**src/rtl/rs485_bypass_ctrl.sv**
```systemverilog
// RS-485 channel A ownership sequencer: hands the bus from the MCU to the FPGA
// download UART once the MCU is idle, and guards f_de around every UART frame.
module rs485_bypass_ctrl #(
  parameter int IDLE_CYC    = 16,
  parameter int GUARD_CYC   = 8,
  parameter int TIMEOUT_CYC = 65536,
  parameter int CNT_W       = 17
) (
  input  logic clk,
  input  logic rst,
  input  logic byp_req_i,
  output logic byp_grant_o,
  output logic byp_timeout_o,
  input  logic uart_tx_req_i,
  input  logic uart_tx_busy_i,
  output logic uart_tx_ok_o,
  input  logic mcu_de_i,
  input  logic mcu_txd_i,
  output logic change_bypass_o,
  output logic f_re_o,
  output logic f_de_o
);

  localparam int IW = $clog2(IDLE_CYC + 1);

  typedef enum logic [2:0] {
    S_MCU, S_WAIT, S_ABORT, S_RX, S_SETUP, S_TX, S_HOLD
  } state_e;

  state_e           state_q, state_d;
  logic [CNT_W-1:0] cnt_q, cnt_d;
  logic [IW-1:0]    idle_q, idle_d;
  logic             bypass_q, bypass_d;
  logic             grant_q, grant_d;
  logic             timeout_q, timeout_d;
  logic             txok_q, txok_d;
  logic             fre_q, fre_d;
  logic             fde_q, fde_d;
  logic             mcu_idle;

  assign mcu_idle = !mcu_de_i && mcu_txd_i;

  always_comb begin
    state_d = state_q;
    idle_d  = '0;
    case (state_q)
      S_MCU:   if (byp_req_i) state_d = S_WAIT;
      S_WAIT: begin
        idle_d = mcu_idle ? idle_q + IW'(1) : '0;
        if (!byp_req_i)                            state_d = S_MCU;
        else if (idle_d == IW'(IDLE_CYC))          state_d = S_RX;
        else if (cnt_q == CNT_W'(TIMEOUT_CYC - 1)) state_d = S_ABORT;
      end
      S_ABORT: if (!byp_req_i) state_d = S_MCU;
      S_RX: begin
        if (!byp_req_i)         state_d = S_MCU;
        else if (uart_tx_req_i) state_d = S_SETUP;
      end
      S_SETUP: if (cnt_q == CNT_W'(GUARD_CYC - 1)) state_d = S_TX;
      // release requests are deliberately ignored until the frame is back in RX
      S_TX:    if (!uart_tx_req_i && !uart_tx_busy_i) state_d = S_HOLD;
      S_HOLD:  if (cnt_q == CNT_W'(GUARD_CYC - 1)) state_d = S_RX;
      default: state_d = S_MCU;
    endcase
    if (state_d != S_WAIT) idle_d = '0;
  end

  always_comb begin
    cnt_d = cnt_q;
    if (state_d != state_q)
      cnt_d = '0;
    else if (cnt_q != {CNT_W{1'b1}})
      cnt_d = cnt_q + CNT_W'(1);
  end

  // Outputs decode the next state so that they line up with state_q after the edge.
  always_comb begin
    bypass_d  = 1'b0;
    grant_d   = 1'b0;
    txok_d    = 1'b0;
    fre_d     = 1'b0;
    fde_d     = 1'b0;
    timeout_d = (state_q == S_WAIT) && (state_d == S_ABORT);
    case (state_d)
      S_RX: begin
        bypass_d = 1'b1;
        grant_d  = 1'b1;
      end
      S_SETUP, S_HOLD: begin
        bypass_d = 1'b1;
        grant_d  = 1'b1;
        fre_d    = 1'b1;
        fde_d    = 1'b1;
      end
      S_TX: begin
        bypass_d = 1'b1;
        grant_d  = 1'b1;
        fre_d    = 1'b1;
        fde_d    = 1'b1;
        txok_d   = 1'b1;
      end
      default: ;
    endcase
  end

  always_ff @(posedge clk) begin
    if (rst) begin
      state_q   <= S_MCU;
      cnt_q     <= '0;
      idle_q    <= '0;
      bypass_q  <= 1'b0;
      grant_q   <= 1'b0;
      timeout_q <= 1'b0;
      txok_q    <= 1'b0;
      fre_q     <= 1'b0;
      fde_q     <= 1'b0;
    end else begin
      state_q   <= state_d;
      cnt_q     <= cnt_d;
      idle_q    <= idle_d;
      bypass_q  <= bypass_d;
      grant_q   <= grant_d;
      timeout_q <= timeout_d;
      txok_q    <= txok_d;
      fre_q     <= fre_d;
      fde_q     <= fde_d;
    end
  end

  assign change_bypass_o = bypass_q;
  assign byp_grant_o     = grant_q;
  assign byp_timeout_o   = timeout_q;
  assign uart_tx_ok_o    = txok_q;
  assign f_re_o          = fre_q;
  assign f_de_o          = fde_q;

endmodule

```
**config.mk**
```make
export PLATFORM = sky130hd
export DESIGN_NAME = rs485_bypass_ctrl
export DESIGN_NICKNAME = d
export VERILOG_FILES = /design/src/rtl/rs485_bypass_ctrl.sv
export SDC_FILE = /design/constraint.sdc
export NUM_CORES = 1
export LEC_CHECK = 0
export CAP_MARGIN = 15
export CORE_ASPECT_RATIO = 1.75
export CORE_UTILIZATION = 45
export DETAILED_ROUTE_END_ITERATION = 7
export PLACE_DENSITY = 0.72
export SETUP_SLACK_MARGIN = 0.4
export SLEW_MARGIN = 10
export SYNTH_ARGS = -nofsm -noshare
export SYNTH_HDL_FRONTEND = slang
export SYNTH_SLANG_ARGS = --single-unit
```
**constraint.sdc**
```tcl
create_clock -name clk -period 6.8 [get_ports clk]
set_clock_uncertainty 0.15 [all_clocks]
set_input_delay 2.04 -clock clk [delete_from_list [all_inputs] [get_ports clk]]
set_output_delay 2.04 -clock clk [all_outputs]
set_load 0.01 [all_outputs]
```
==> key figures <==
Routing
  – Routed length per instance: 12.6 um
  – Via density: 5.28
  – DR vias: 1189
  – DRC: 0
  – DRT antenna net count: 0
  – DRT iter0 DRCs: 47
  – Overall routed net length: 2.84 mm
  – First-pass DRT Iterations: 4

Logic synthesis
  – EDFF count, synth: 0
  – Async S/R FF share, synth: 0
  – Sequential element share of the synthesized area: 0.396
  – Most frequent cell after synthesis: nor2_1
  – Synth top cells by count: nor2_1, dfxtp_1, nand2_1, xor2_1, xnor2_1
  – #FFs+latches synth: 29
  – Synth area leader: dfxtp_1
  – Synthesized Nets: 181
  – Dominant synthesized flop cell: dfxtp_1
  – Synthesized area per cell: approximately 8.6 um2
  – Most area-consuming cells after synthesis: dfxtp_1, nor2_1, xor2_1
  – Synth top area share: 0.396
  – YS warnings: 0
  – Syn Inst Count: 170
  – Post-Syn Area: 1470 um2
  – Yosys cell types: 43

Critical path
  – CP peak stage delay: 0.63 ns
  – CP Capture Type: flop
  – Reg-to-reg startpoint: cnt_q[10]
  – Worst setup path class: in -> reg
  – R2R Setup Slk: 4.21 ns
  – Worst EP required: 6.86 ns
  – Slowest-stage cell, CP: clkdlybuf4s50_1
  – CP endpoint: cnt_q[1]
  – Critical path data arrival time: 3.96 ns
  – Worst-path cell chain: clkdlybuf4s50_1 > nor4bb_1 > o211a_1 > o211ai_2 > nor2_1
  – Worst setup SP type: input port
  – Reg2reg path depth: 8
  – Crit path max fanout: 17
  – Setup crit start: byp_req_i
  – Reg2reg end: cnt_q[1]

Global routing
  – Met1 Usage GRT: 0.184
  – Initial antenna violation count: 0
  – Total track usage: 0.193
  – GRT busiest layer: met2
  – Largest net degree at the start of global routing: 18
  – Met2 usage: 0.341
  – M3 GR Usage: 0.0349
  – Global-route wire length before repair: about 4.9 mm
  – Number of global-route vias before repair: 1173
  – Grt total ovfl: 0

STA
  – Min Tclk post-route: 3.89 ns
  – Setup Viol. Count Final: 0
  – Slew headroom: 0.543
  – FMAX: about 260 MHz
  – RSZ-0062 raised after global routing: false
  – Crit share post-route: 0.573
  – Worst setup margin: 2.91 ns
  – Setup TNS: 0 ns
  – Final-report max-slew violation count: 0
  – Hold Vio Cnt, Final: 0
  – Hold_ws: 0.333 ns
  – Worst slew pin tran: 0.684 ns

Clock tree
  – Clock buffer depth: 2
  – Clock sink total: 29
  – Worst-path clk slew: 0.06 ns
  – Post-CTS Resized: 0
  – Hold buffers post-CTS: 0
  – TritonCTS buffer count: 5
  – # H-tree levels: 2
  – Clk_lat worst skew: 0.28 ns
  – Post CTS Setup Buffer Count: 0
  – TritonCTS clock tree: yes
  – CTS root buffer: clkbuf_8

Place
  – GPL Wtd Cong: 0.839
  – Detail Placement HPWL: 2.10 mm
  – Post-DP Area: 1600 um2
  – Port Buffers: 12
  – DP Worst Slack: 2.64 ns

Floorplanning
  – Initial Utilization: 0.467
  – Core footprint: roughly 3100 um2
  – Die Y: 77.6 um
  – # rows: 27
  – Area of the die: 3500 um2
  – Die width: 45.2 um
  – Top Ports: 13

Outcome
  – Outcome: finished clean

Pwr
  – PwrDens: 197 nW/um2
  – VDD IR max: around 0.00018 V
  – Leakage: 0.583 nW
  – Total chip power: 0.331 mW

Job
  – Max-cap violations: 0

Finish
  – Fin area: 1680 um2
  – Ratio of cells with drive above 1 in the final layout: 0.0659
  – N_diodes: 0
  – Syn-to-layout area delta: 14.7%
  – Final nets: 193

Hold path
  – Worst min-delay path class: reg -> reg
==> where the power goes <==
part | switching [mW] | internal (mW)
Combinational | 0.00880 | 0.00767
Sequential | 0.00219 | 0.171
Clock | 0.0612 | 0.0800
==> kinds of logic (layout without fill, tap and decap cells) <==
| logic type | after synthesis | count (layout) | synth area share |
|---|---|---|---|
| adder cells (fa/ha/maj) | 4 | 4 | 0.0341 |
| AND/OR/NAND/NOR | 82 | 82 | 0.289 |
| flip-flops | 29 | 29 | 0.396 |
| buffers and inverters | 15 | 27 | 0.0503 |
| AO/OA/AOI/OAI | 20 | 20 | 0.111 |
| multiplexers | 1 | 1 | 0.00682 |
| XOR/XNOR | 19 | 19 | 0.113 |
==> area by class of cell <==
| cell class | instances | area, um2 |
|---|---|---|
| fill | 306 | 1460 |
| sequential | 29 | 581 |
| multi-input combinational | 126 | 813 |
| clock buffer | 7 | 86.3 |
| inverter | 8 | 30.0 |
| tap | 43 | 53.8 |
| timing repair buffer | 12 | 120 |
==> worst min-delay path by stage <==
stage,startpoint,endpoint,depth (start not counted)
finish,idle_q[0],idle_q[0],1
global route,idle_q[0],idle_q[0],1
CTS,idle_q[0],idle_q[0],1
detailed placement,idle_q[0],idle_q[0],1
global placement,idle_q[0],idle_q[0],1
floorplan,idle_q[0],idle_q[0],1
==> metal layers <==
metal,vias up,share of wire
li1,611,-
met1,548,0.39
met2,20,0.54
met3,10,0.027
met4,0,0.038
met5,-,0
==> sequential cells by signal, summed over array words and instances, names as in the netlist <==
name	cells
byp_grant_o	1
byp_timeout_o	1
cnt_q	17
f_de_o	1
idle_q	5
state_q	3
uart_tx_ok_o	1
==> critical path: cells and delay by family <==
| family | cells | cell delay (ns) |
|---|---|---|
| AND/OR/NAND/NOR | 2 | 0.72 |
| AO/OA/AOI/OAI | 2 | 0.56 |
| buffers and inverters | 1 | 0.63 |
==> through the flow <==
| stage | util | std cells |
|---|---|---|
| floorplan | - | 170 |
| global placement | 0.509 | 218 |
| detailed placement | 0.509 | 218 |
| CTS | 0.536 | 225 |
| global route | 0.536 | 225 |
| finish | 0.536 | 225 |
==> cells in the final DEF, fill, tap and decap left out, types with 2 or more instances in the layout <==
cell type / instances
a21oi_1: 2
clkbuf_8: 6
clkdlybuf4s50_1: 12
dfxtp_1: 29
ha_1: 4
inv_1: 8
nand2_1: 10
nand3_1: 7
nand4_1: 5
nor2_1: 35
nor2b_1: 4
nor4_1: 5
nor4b_1: 3
nor4bb_1: 2
o211ai_1: 2
o21ai_0: 2
o21ai_1: 3
or3b_1: 2
xnor2_1: 9
xor2_1: 10
No activity file was read; power rests on OpenSTA's default activity.
